[config.mk]
export PLATFORM = sky130hd
export DESIGN_NAME = mc_datapath_p_flat
export DESIGN_NICKNAME = d
export VERILOG_FILES = /design/src/rtl/mc_datapath_p_if.sv /design/src/rtl/mc_datapath_p.sv /design/src/flat_wrapper.sv
export SDC_FILE = /design/constraint.sdc
export NUM_CORES = 2
export LEC_CHECK = 0
export BUFFER_PORTS_ARGS = -buffer_cell sky130_fd_sc_hd__buf_2
export CAP_MARGIN = 20
export CORE_ASPECT_RATIO = 1.2
export CORE_MARGIN = 2
export CORE_UTILIZATION = 55
export CTS_BUF_LIST = sky130_fd_sc_hd__clkbuf_8 sky130_fd_sc_hd__clkbuf_16
export CTS_CLUSTER_DIAMETER = 60
export DETAILED_ROUTE_END_ITERATION = 10
export GPL_TIMING_DRIVEN = 0
export PLACE_DENSITY = 0.82
export SETUP_SLACK_MARGIN = 0.02
export SYNTH_ARGS = -nofsm -noshare
export SYNTH_HDL_FRONTEND = slang
export SYNTH_SLANG_ARGS = --single-unit
[constraint.sdc]
create_clock -name clk -period 10.8 [get_ports clk]
set_input_delay 0 -clock clk [delete_from_list [all_inputs] [get_ports clk]]
set_output_delay 0 -clock clk [all_outputs]
set_load 0.01 [all_outputs]
[src/rtl/mc_datapath_p_if.sv]
// Bus/control bundle between the external control FSM, the MIO bus and mc_datapath_p.
// The master modport is the FSM/bus side; the slave modport is the datapath.
interface mc_datapath_p_if;
    localparam int unsigned DW = 32;

    logic            MIO_ready;
    logic            IorD;
    logic            IRWrite;
    logic [1:0]      RegDst;
    logic            RegWrite;
    logic [1:0]      MemtoReg;
    logic            ALUSrcA;
    logic [1:0]      ALUSrcB;
    logic            ExtSel;
    logic [1:0]      PCSource;
    logic            PCWrite;
    logic            PCWriteCond;
    logic            Branch;
    logic [2:0]      ALU_operation;
    logic [DW-1:0]   data2CPU;

    logic            zero;
    logic            overflow;
    logic [DW-1:0]   PC_Current;
    logic [DW-1:0]   Inst;
    logic [DW-1:0]   data_out;
    logic [DW-1:0]   M_addr;
    logic            trap;
    logic [DW-1:0]   EPC;

    modport master (
        output MIO_ready, IorD, IRWrite, RegDst, RegWrite, MemtoReg, ALUSrcA, ALUSrcB,
               ExtSel, PCSource, PCWrite, PCWriteCond, Branch, ALU_operation, data2CPU,
        input  zero, overflow, PC_Current, Inst, data_out, M_addr, trap, EPC
    );

    modport slave (
        input  MIO_ready, IorD, IRWrite, RegDst, RegWrite, MemtoReg, ALUSrcA, ALUSrcB,
               ExtSel, PCSource, PCWrite, PCWriteCond, Branch, ALU_operation, data2CPU,
        output zero, overflow, PC_Current, Inst, data_out, M_addr, trap, EPC
    );
endinterface

[src/rtl/mc_datapath_p.sv]
// Parametrised multi-cycle MIPS datapath with operand latches, MIO stall and
// selectable immediate extension. Optional overflow trap: define MDP_OVF_TRAP_EN.
module mc_datapath_p #(
    parameter logic [31:0] RESET_PC = 32'h0000_0000,
    parameter logic [31:0] TRAP_VEC = 32'h0000_0180,
    parameter int unsigned RF_AW    = 5
) (
    input  logic           clk,
    input  logic           reset,
    mc_datapath_p_if.slave bus
);
    localparam int unsigned DW   = 32;
    localparam int unsigned RF_N = 32'(1) << RF_AW;

    logic [DW-1:0]    pc_q, pc_d, ir_q, ir_d, mdr_q, mdr_d;
    logic [DW-1:0]    a_q, a_d, b_q, b_d, aluout_q, aluout_d;
    logic [DW-1:0]    rf_q [RF_N];
    logic [RF_AW-1:0] rs, rt, rd, rf_wa;
    logic [DW-1:0]    rd_a, rd_b, rf_wd, ext_imm, src_a, src_b, res;
    logic             rf_we, ovf_c, zero_c, pc_en;

    // Register-file read ports and immediate extension
    always_comb begin
        rs      = ir_q[21 +: RF_AW];
        rt      = ir_q[16 +: RF_AW];
        rd      = ir_q[11 +: RF_AW];
        rd_a    = (rs == '0) ? '0 : rf_q[rs];
        rd_b    = (rt == '0) ? '0 : rf_q[rt];
        ext_imm = bus.ExtSel ? {{16{ir_q[15]}}, ir_q[15:0]} : {16'h0000, ir_q[15:0]};
    end

    // ALU operand muxes, result and signed overflow
    always_comb begin
        res   = '0;
        ovf_c = 1'b0;
        src_a = bus.ALUSrcA ? a_q : pc_q;
        case (bus.ALUSrcB)
            2'd0:    src_b = b_q;
            2'd1:    src_b = 32'd4;
            2'd2:    src_b = ext_imm;
            default: src_b = {ext_imm[DW-3:0], 2'b00};
        endcase
        case (bus.ALU_operation)
            3'b000: res = src_a & src_b;
            3'b001: res = src_a | src_b;
            3'b010: begin
                res   = src_a + src_b;
                ovf_c = (src_a[DW-1] == src_b[DW-1]) & (res[DW-1] != src_a[DW-1]);
            end
            3'b110: begin
                res   = src_a - src_b;
                ovf_c = (src_a[DW-1] == ~src_b[DW-1]) & (res[DW-1] != src_a[DW-1]);
            end
            3'b111:  res = {31'b0, ($signed(src_a) < $signed(src_b))};
            3'b100:  res = ~(src_a | src_b);
            3'b101:  res = src_b >> src_a[4:0];
            default: res = src_a ^ src_b;
        endcase
        zero_c = (res == '0);
    end

`ifdef MDP_OVF_TRAP_EN
    logic          ovf_q, ovf_d, trap_q, trap_d, trap_take;
    logic [DW-1:0] epc_q, epc_d;
`else
    logic unused_trap_vec;
    assign unused_trap_vec = ^TRAP_VEC;
`endif

    // Next-state for PC, IR, operand latches, ALUOut, MDR and RF write port
    always_comb begin
        pc_d     = pc_q;
        ir_d     = ir_q;
        mdr_d    = mdr_q;
        a_d      = a_q;
        b_d      = b_q;
        aluout_d = aluout_q;
        rf_we    = 1'b0;
        case (bus.RegDst)
            2'd0:    rf_wa = rt;
            2'd1:    rf_wa = rd;
            2'd2:    rf_wa = '1;
            default: rf_wa = '0;
        endcase
        case (bus.MemtoReg)
            2'd0:    rf_wd = aluout_q;
            2'd1:    rf_wd = mdr_q;
            2'd2:    rf_wd = {ir_q[15:0], 16'h0000};
            default: rf_wd = res;
        endcase
        pc_en = bus.MIO_ready & (bus.PCWrite | (bus.PCWriteCond & (zero_c == bus.Branch)));
        if (bus.MIO_ready) begin
            a_d      = rd_a;
            b_d      = rd_b;
            aluout_d = res;
            mdr_d    = bus.data2CPU;
            if (bus.IRWrite) ir_d = bus.data2CPU;
            rf_we    = bus.RegWrite & (rf_wa != '0);
        end
        if (pc_en) begin
            case (bus.PCSource)
                2'd0:    pc_d = res;
                2'd1:    pc_d = aluout_q;
                2'd2:    pc_d = {pc_q[31:28], ir_q[25:0], 2'b00};
                default: pc_d = a_q;
            endcase
        end
`ifdef MDP_OVF_TRAP_EN
        ovf_d     = bus.MIO_ready ? ovf_c : ovf_q;
        epc_d     = epc_q;
        trap_take = bus.RegWrite & (bus.MemtoReg == 2'd0) & bus.MIO_ready & ovf_q;
        trap_d    = trap_take;
        if (trap_take) begin
            rf_we = 1'b0;
            pc_d  = TRAP_VEC;
            epc_d = pc_q - 32'd4;
        end
`endif
    end

    // Datapath state registers
    always_ff @(posedge clk or negedge reset) begin
        if (!reset) begin
            pc_q     <= RESET_PC;
            ir_q     <= '0;
            mdr_q    <= '0;
            a_q      <= '0;
            b_q      <= '0;
            aluout_q <= '0;
        end else begin
            pc_q     <= pc_d;
            ir_q     <= ir_d;
            mdr_q    <= mdr_d;
            a_q      <= a_d;
            b_q      <= b_d;
            aluout_q <= aluout_d;
        end
    end

    // Register file: synchronous write, r0 never written
    always_ff @(posedge clk or negedge reset) begin
        if (!reset) begin
            for (int unsigned i = 0; i < RF_N; i++) rf_q[i] <= '0;
        end else if (rf_we) begin
            rf_q[rf_wa] <= rf_wd;
        end
    end

`ifdef MDP_OVF_TRAP_EN
    // Overflow latch, exception PC and trap pulse
    always_ff @(posedge clk or negedge reset) begin
        if (!reset) begin
            ovf_q  <= 1'b0;
            epc_q  <= '0;
            trap_q <= 1'b0;
        end else begin
            ovf_q  <= ovf_d;
            epc_q  <= epc_d;
            trap_q <= trap_d;
        end
    end
    assign bus.trap = trap_q;
    assign bus.EPC  = epc_q;
`else
    assign bus.trap = 1'b0;
    assign bus.EPC  = '0;
`endif

    assign bus.zero       = zero_c;
    assign bus.overflow   = ovf_c;
    assign bus.PC_Current = pc_q;
    assign bus.Inst       = ir_q;
    assign bus.data_out   = b_q;
    assign bus.M_addr     = bus.IorD ? aluout_q : pc_q;
endmodule

[src/flat_wrapper.sv]
// flat-port wrapper written by rule: the top's interface ports become plain ports
module mc_datapath_p_flat 
#(
    parameter logic [31:0] RESET_PC = 32'h0000_0000,
    parameter logic [31:0] TRAP_VEC = 32'h0000_0180,
    parameter int unsigned RF_AW    = 5
)
  (clk, reset, bus_MIO_ready, bus_IorD, bus_IRWrite, bus_RegDst, bus_RegWrite, bus_MemtoReg, bus_ALUSrcA, bus_ALUSrcB, bus_ExtSel, bus_PCSource, bus_PCWrite, bus_PCWriteCond, bus_Branch, bus_ALU_operation, bus_data2CPU, bus_zero, bus_overflow, bus_PC_Current, bus_Inst, bus_data_out, bus_M_addr, bus_trap, bus_EPC);
  mc_datapath_p_if bus_i ();
  input  logic clk;
  input  logic reset;
  input wire logic [$bits(bus_i.MIO_ready)-1:0] bus_MIO_ready;
  input wire logic [$bits(bus_i.IorD)-1:0] bus_IorD;
  input wire logic [$bits(bus_i.IRWrite)-1:0] bus_IRWrite;
  input wire logic [$bits(bus_i.RegDst)-1:0] bus_RegDst;
  input wire logic [$bits(bus_i.RegWrite)-1:0] bus_RegWrite;
  input wire logic [$bits(bus_i.MemtoReg)-1:0] bus_MemtoReg;
  input wire logic [$bits(bus_i.ALUSrcA)-1:0] bus_ALUSrcA;
  input wire logic [$bits(bus_i.ALUSrcB)-1:0] bus_ALUSrcB;
  input wire logic [$bits(bus_i.ExtSel)-1:0] bus_ExtSel;
  input wire logic [$bits(bus_i.PCSource)-1:0] bus_PCSource;
  input wire logic [$bits(bus_i.PCWrite)-1:0] bus_PCWrite;
  input wire logic [$bits(bus_i.PCWriteCond)-1:0] bus_PCWriteCond;
  input wire logic [$bits(bus_i.Branch)-1:0] bus_Branch;
  input wire logic [$bits(bus_i.ALU_operation)-1:0] bus_ALU_operation;
  input wire logic [$bits(bus_i.data2CPU)-1:0] bus_data2CPU;
  output wire logic [$bits(bus_i.zero)-1:0] bus_zero;
  output wire logic [$bits(bus_i.overflow)-1:0] bus_overflow;
  output wire logic [$bits(bus_i.PC_Current)-1:0] bus_PC_Current;
  output wire logic [$bits(bus_i.Inst)-1:0] bus_Inst;
  output wire logic [$bits(bus_i.data_out)-1:0] bus_data_out;
  output wire logic [$bits(bus_i.M_addr)-1:0] bus_M_addr;
  output wire logic [$bits(bus_i.trap)-1:0] bus_trap;
  output wire logic [$bits(bus_i.EPC)-1:0] bus_EPC;
  assign bus_i.MIO_ready = bus_MIO_ready;
  assign bus_i.IorD = bus_IorD;
  assign bus_i.IRWrite = bus_IRWrite;
  assign bus_i.RegDst = bus_RegDst;
  assign bus_i.RegWrite = bus_RegWrite;
  assign bus_i.MemtoReg = bus_MemtoReg;
  assign bus_i.ALUSrcA = bus_ALUSrcA;
  assign bus_i.ALUSrcB = bus_ALUSrcB;
  assign bus_i.ExtSel = bus_ExtSel;
  assign bus_i.PCSource = bus_PCSource;
  assign bus_i.PCWrite = bus_PCWrite;
  assign bus_i.PCWriteCond = bus_PCWriteCond;
  assign bus_i.Branch = bus_Branch;
  assign bus_i.ALU_operation = bus_ALU_operation;
  assign bus_i.data2CPU = bus_data2CPU;
  assign bus_zero = bus_i.zero;
  assign bus_overflow = bus_i.overflow;
  assign bus_PC_Current = bus_i.PC_Current;
  assign bus_Inst = bus_i.Inst;
  assign bus_data_out = bus_i.data_out;
  assign bus_M_addr = bus_i.M_addr;
  assign bus_trap = bus_i.trap;
  assign bus_EPC = bus_i.EPC;
  mc_datapath_p #(.RESET_PC(RESET_PC), .TRAP_VEC(TRAP_VEC), .RF_AW(RF_AW)) u_core (.clk(clk), .reset(reset), .bus(bus_i));
endmodule
==> Yosys cells after proc, flatten, opt, wreduce, memory -nomap -nowiden <==
Cells that the tools add are included.
{ "op_classes": {"n_addsub": 2, "magnitude_cmp": 5, "n_eq_ne": 19, "shifts": 1, "n_mux": 21, "n_bitwise": 15, "n_reduce_logical": 12} }
{ "op_table": {"columns": ["cell", "count"], "rows": [
  ["1024-bit bitwise mux", 1],
  ["32-bit binary-select mux with 5-bit select", 2],
  ["32-bit 2-to-1 mux", 10],
  ["32-bit one-hot mux with 3 select lines", 3],
  ["32-bit one-hot mux with 7 select lines", 1],
  ["32-bit demux with 5-bit select", 1],
  ["32-bit adder", 1],
  ["32-bit AND", 1],
  ["32-bit logical NOT", 1],
  ["32-bit less-than comparator", 1],
  ["32-bit inverter", 1],
  ["32-bit OR", 1],
  ["32-bit by 5-bit >> shifter with 32-bit output", 1],
  ["32-bit subtractor", 1],
  ["32-bit bitwise XOR", 1],
  ["6-bit greater-or-equal comparator (second input constant)", 3],
  ["5-bit inverter with 6-bit output", 3],
  ["5-bit one-hot mux with 3 select lines", 1],
  ["3-bit equality test (second input constant)", 4],
  ["5-bit logical NOT", 2],
  ["2-bit by 1-bit equality test with 1-bit output (second input constant)", 4],
  ["2-bit equality test (second input constant)", 4],
  ["2-bit logical NOT", 4],
  ["6-bit by 1-bit less-than comparator with 1-bit output (second input constant)", 1],
  ["13 further kinds", 22]
]} }
{ "word_totals": {"regBits": 1216, "out_inout_bits": 163, "word_cells": 114} }

==> Depth between registers and ports, before layout <==
{ "depth": {"depth_word": 11, "ltp_mapped": 25, "ltp_nobuf": 19} }

==> Worst setup path before layout <==
Ideal clock, no wire load.
{ "synth_timing": {"path_kind": "reg-to-reg", "start": "register u_core.pc_q[0], in the netlist u_core.bus.PC_Current[0]", "end": "register u_core.pc_q[10], in the netlist u_core.bus.PC_Current[10]", "setup_time_ns": 0.125, "arrival_ns": 5.691, "required_ns": 10.675, "setup_slack_ns": 4.984, "stages_incl_launch_ff": 24, "path_buffers": 4, "cell_sequence": "dfrtp_1 -> mux2_4 -> inv_1 -> buf_2 -> buf_2 -> ha_1 -> inv_1 -> fa_1 -> nor2b_1 -> o311ai_1 -> a211oi_1 -> o311a_1 -> o21ai_0 -> a41o_1 -> a31oi_1 -> or4_1 -> or3_1 -> nor4b_2 -> a31oi_1 -> o31ai_4 -> and2_1 -> buf_6 -> buf_12 -> mux2_4"} }
{ "synth_via": {"elab_chain_cells": 9} }
{ "synth_lines": {"columns": ["item", "line", "source"], "rows": [
  ["start, declared", "mc_datapath_p.sv:15", "logic [DW-1:0] pc_q, pc_d, ir_q, ir_d, mdr_q, mdr_d;"],
  ["start signal, assigned", "mc_datapath_p.sv:131", "pc_q <= pc_d;"],
  ["32-bit 2-to-1 mux (*)", "mc_datapath_p.sv:36", "src_a = bus.ALUSrcA ? a_q : pc_q;"],
  ["branches (longest 2 deep; another with 32-bit subtractor)", null, null],
  ["32-bit one-hot mux with 7 select lines (*)", "mc_datapath_p.sv:43", "case (bus.ALU_operation)"],
  ["32-bit logical NOT", "mc_datapath_p.sv:59", "zero_c = (res == '0);"],
  ["1-bit equality test", "mc_datapath_p.sv:91", "pc_en = bus.MIO_ready & (bus.PCWrite | (bus.PCWriteCond & (zero_c == bus.Branch)));"],
  ["1-bit AND", "mc_datapath_p.sv:91", null],
  ["1-bit OR", "mc_datapath_p.sv:91", null],
  ["1-bit AND", "mc_datapath_p.sv:91", null]
]} }
Every way passes the cells marked *.
A chain may end at the register's enable or synchronous reset.

==> Final worst setup path <==
{ "layout_timing": {"start": "register u_core.pc_q[2], in the netlist u_core.bus.PC_Current[2]", "end": "register u_core.pc_q[31], in the netlist u_core.bus.PC_Current[31]"} }
{ "layout_via": {"elab_chain_cells": 10} }
{ "layout_lines": {"columns": ["item", "line"], "rows": [
  ["32-bit 2-to-1 mux (*)", "mc_datapath_p.sv:36"],
  ["branches (longest 2 deep; another with 32-bit subtractor)", null],
  ["32-bit one-hot mux with 7 select lines (*)", "mc_datapath_p.sv:43"],
  ["32-bit logical NOT", "mc_datapath_p.sv:59"],
  ["1-bit equality test", "mc_datapath_p.sv:91"],
  ["1-bit AND", "mc_datapath_p.sv:91"],
  ["1-bit OR", "mc_datapath_p.sv:91"],
  ["1-bit AND", "mc_datapath_p.sv:91"],
  ["2-bit AND reduction (no line)", null]
]} }
Marked as above.

==> flow_summary.rst <==
.. list-table::
   :header-rows: 1

   * - Metric
     - Value
   * - Count of flip-flops with a built-in enable after synthesis
     - 0
   * - Count of cells along the worst register-to-register path
     - 21
   * - Area grow syn2layout
     - 14.02%
   * - DRT iter0 DRCs
     - 8582
   * - Slew at the pin closest to its max-slew limit
     - 1.425 ns
   * - Critical path endpoint category
     - register
   * - Maximum operating frequency
     - 0.1042 GHz
   * - Port-buffer cells
     - 176
   * - Main synth FF type
     - sky130_fd_sc_hd__dfrtp_1
   * - Clock sink total
     - 1216
   * - Worst hold slack
     - 0.009276 ns
   * - Layout Skew
     - 0.03738 ns
   * - End of the worst register-to-register path
     - u_core.bus.PC_Current[31]
   * - Post-Syn Area per Cell
     - 10.15 µm²
   * - Required time of the critical path
     - 11.51 ns
   * - Total routing resource utilization after global routing
     - 50.52%
   * - Sequential element share of the synthesized area
     - 42.85%
   * - Smallest setup slack after layout
     - 1.206 ns
   * - Final Wtd Congestion
     - 1.141
   * - Asr flop ratio synth
     - 100.0%
   * - Max Cap Viol
     - 0
   * - CTS tree
     - done
   * - Number of filler cells placed in the layout
     - 10090
   * - Start point of the worst min-delay path
     - bus_data2CPU[25]
   * - Wire length of the first global-routing pass
     - 470000 µm
   * - Startpoint types
     - register
   * - Run status
     - complete, no violations
   * - Layout cell share with drive strength beyond 1
     - 17.54%
   * - Die area
     - 132000 µm²
   * - Final core area utilization
     - 63.12%
   * - Area occupied by registers
     - 30430 µm²
   * - Maximum number of pins on one net before global-route repair
     - 186
   * - Routed vias/inst
     - 7.043
   * - Die height
     - 397.6 µm
   * - Buffer type at the clock tree root
     - sky130_fd_sc_hd__clkbuf_16
   * - RSZ-0062 raised after global routing
     - false
   * - CTS Buf Count
     - 133
   * - Residual DRC
     - 0
   * - Setup Total Neg Slack
     - 0 ns
   * - Cell area after synthesis
     - 71020 µm²
   * - Final number of setup-violating endpoints
     - 0
   * - Max-slew violation count
     - 0
   * - Maximum vdd ir drop
     - 176.3 µV
   * - Count of standard-cell rows
     - 144
   * - Biggest fanout along the worst timing path
     - 11
   * - Top-level I/O count
     - 217
   * - Count of mapped cells out of synthesis
     - 7000
   * - Most frequent cell after synthesis
     - sky130_fd_sc_hd__dfrtp_1
   * - Worst skew pair latency
     - 0.84 ns
   * - Cell count after placement
     - 8970
   * - Biggest area contributors in the synthesized netlist
     - sky130_fd_sc_hd__dfrtp_1, sky130_fd_sc_hd__mux4_2, sky130_fd_sc_hd__o21ai_0
   * - Number of synthesized register bits
     - 1216
   * - Maximum clock path buffer count
     - 3
   * - Number of iterations in the first detailed-routing pass
     - 10
   * - Non-filler cells, final
     - 9321
   * - Dominant cell type by area after synthesis
     - sky130_fd_sc_hd__dfrtp_1
   * - Routed length per placed instance
     - 35.96 µm
   * - Remaining Overflow, GRT
     - 0
   * - Startpoint-to-endpoint class of the critical path
     - reg -> reg
   * - Max-slew headroom
     - 4.973%
   * - Number of warnings issued by yosys
     - 0
   * - H-tree lvl count
     - 4
   * - Number of antenna violations at the first check in global routing
     - 38
   * - Worst hold path stage count
     - 3
   * - Final-report hold violation count
     - 0
   * - Number of global-route vias before repair
     - 65280
   * - Worst Hold Path EP
     - u_core.mdr_q[25]
   * - Number of distinct standard cells referenced by the synthesized netlist
     - 88
   * - Placed wire-length estimate after detailed placement
     - 265900 µm
   * - Start of the worst register-to-register path
     - u_core.bus.PC_Current[2]
   * - Hold Path Class
     - in -> reg
   * - Horizontal die dimension
     - 332.0 µm
   * - CTS clk-pin slew, worst paths
     - 0.07 ns
   * - Starting Density
     - 55.36%
   * - Reg2Reg Setup Slack
     - 1.21 ns
   * - Data arrival time of the worst path
     - 10.31 ns
   * - Total detailed-routing wirelength
     - 335200 µm
   * - Area occupied by multi-input gates
     - 37240 µm²
   * - Via count
     - 65650
   * - Final cycle utilization of the critical path
     - 88.83%
   * - Number of nets still failing antenna checks after routing
     - 0
   * - Total number of nets in the final design
     - 7678
   * - Synth top cells by count
     - sky130_fd_sc_hd__dfrtp_1, sky130_fd_sc_hd__o21ai_0, sky130_fd_sc_hd__nand2_1, sky130_fd_sc_hd__clkbuf_1, sky130_fd_sc_hd__mux4_2
   * - Pre-CTS WS
     - 1.685 ns
   * - Top cell type's share of synthesized area
     - 42.85%
   * - Floorplan core area
     - 128300 µm²
   * - Minimum period implied by the final worst setup slack
     - 9.594 ns
   * - Power density over the cells
     - 224.8 nW/µm²
   * - Leak pwr
     - 34.92 nW
-- where the power goes --
part,switching [W],internal [W]
clock,0.00213,0.00267
combinational,0.00437,0.00253
sequential,0.00102,0.00548
total,0.00752,0.0107
-- repair_timing --
item,CTS,global route
hold buffers,67,0
buffers inserted,0,0
endpoints found under the hold margin,320,0
resized for setup,0,0
setup endpoints to repair,0,0
-- metrics by stage --
step           area, µm²  power (W)
6_report           80970    0.01820
5_1_grt            80940    0.01865
4_1_cts            80580    0.01772
3_5_place_dp       75360    0.01295
3_3_place_gp       74120    0.01267
2_1_floorplan      71140    0.01004
-- final cells by class --
cell class,instances,share of cell area [%]
inverter,172,0.7973
antenna,14,0.04327
buffer,708,3.551
sequential,1216,37.58
clock buffer,155,4.484
clock inverter,88,1.109
multi-input combinational,4936,45.99
tap,1679,2.594
timing repair buffer,353,3.848
-- kinds of logic (layout without fill, tap and decap cells) --
family	after synthesis	in the layout	synth area share [%]
XOR/XNOR	17	17	0.2097
adder cells (fa/ha/maj)	104	104	1.853
AND/OR/NAND/NOR	1679	1679	9.854
flip-flops	1216	1216	42.85
AO/OA/AOI/OAI	2039	2039	16.55
other	1	47	0.005280
multiplexers	1064	1064	23.73
buffers and inverters	880	1476	4.947
-- worst max path at each step --
stage / startpoint / end / slack [ns]
after global placement: reset / u_core.rf_q[618] / -15.99
after floorplan: u_core.bus.PC_Current[0] / u_core.bus.PC_Current[10] / 4.98
after CTS: u_core.bus.PC_Current[2] / u_core.bus.PC_Current[31] / 1.59
final: u_core.bus.PC_Current[2] / u_core.bus.PC_Current[31] / 1.21
after detailed placement: u_core.bus.PC_Current[2] / u_core.bus.PC_Current[12] / 1.68
after global routing: u_core.bus.PC_Current[2] / u_core.bus.PC_Current[31] / 1.23
-- sequential cells by signal, indices dropped and copies added, names as in the netlist --
name,cells
u_core.bus.data_out,32
u_core.mdr_q,32
u_core.bus.Inst,32
u_core.aluout_q,32
u_core.a_q,32
u_core.rf_q,1024
u_core.bus.PC_Current,32
-- critical path: stages, from the launching register on --
cell	delay, ns
sky130_fd_sc_hd__dfrtp_1	0.52
sky130_fd_sc_hd__mux2_2	0.23
sky130_fd_sc_hd__clkbuf_1	0.56
sky130_fd_sc_hd__clkbuf_1	0.66
sky130_fd_sc_hd__clkbuf_1	0.87
sky130_fd_sc_hd__ha_1	0.39
sky130_fd_sc_hd__clkbuf_1	0.21
sky130_fd_sc_hd__nor2b_1	0.24
sky130_fd_sc_hd__o311ai_1	0.21
sky130_fd_sc_hd__a21oi_1	0.48
sky130_fd_sc_hd__a211oi_2	0.34
sky130_fd_sc_hd__nor4_1	0.82
sky130_fd_sc_hd__o21ai_0	0.33
sky130_fd_sc_hd__a31oi_1	0.75
sky130_fd_sc_hd__o2111ai_1	0.20
sky130_fd_sc_hd__or4_1	0.71
sky130_fd_sc_hd__nor4b_2	0.40
sky130_fd_sc_hd__a31oi_1	0.22
sky130_fd_sc_hd__o31ai_4	0.24
sky130_fd_sc_hd__dlygate4sd3_1	0.69
sky130_fd_sc_hd__a31oi_1	0.13
sky130_fd_sc_hd__a211oi_1	0.26
-- cell usage in the layout, fill, tap and decap left out, types with 26 or more instances in the layout --
master / count
sky130_fd_sc_hd__a211oi_1: 29
sky130_fd_sc_hd__a21oi_1: 286
sky130_fd_sc_hd__a22oi_1: 31
sky130_fd_sc_hd__a31oi_1: 33
sky130_fd_sc_hd__buf_1: 84
sky130_fd_sc_hd__buf_2: 191
sky130_fd_sc_hd__buf_4: 61
sky130_fd_sc_hd__buf_8: 59
sky130_fd_sc_hd__clkbuf_1: 565
sky130_fd_sc_hd__clkbuf_16: 133
sky130_fd_sc_hd__conb_1: 33
sky130_fd_sc_hd__dfrtp_1: 1216
sky130_fd_sc_hd__dlygate4sd3_1: 66
sky130_fd_sc_hd__ha_1: 102
sky130_fd_sc_hd__inv_1: 189
sky130_fd_sc_hd__mux2_2: 235
sky130_fd_sc_hd__mux2_4: 26
sky130_fd_sc_hd__mux2i_1: 341
sky130_fd_sc_hd__mux4_2: 462
sky130_fd_sc_hd__nand2_1: 1155
sky130_fd_sc_hd__nand2b_1: 45
sky130_fd_sc_hd__nand3_1: 63
sky130_fd_sc_hd__nor2_1: 205
sky130_fd_sc_hd__nor3_1: 73
sky130_fd_sc_hd__o21ai_0: 1184
sky130_fd_sc_hd__o21bai_1: 26
sky130_fd_sc_hd__o221ai_1: 82
sky130_fd_sc_hd__o22ai_1: 123
-- routing by layer --
layer | routed length (µm) | track usage, % | part of all wire (%)
met3 | 36320 | 14.94 | 11
met4 | 41560 | 50.57 | 12
met1 | 106500 | 54.35 | 32
met5 | 177 | 0 | 0.053
met2 | 150600 | 78.75 | 45
Power figures use the tool's default switching activity.
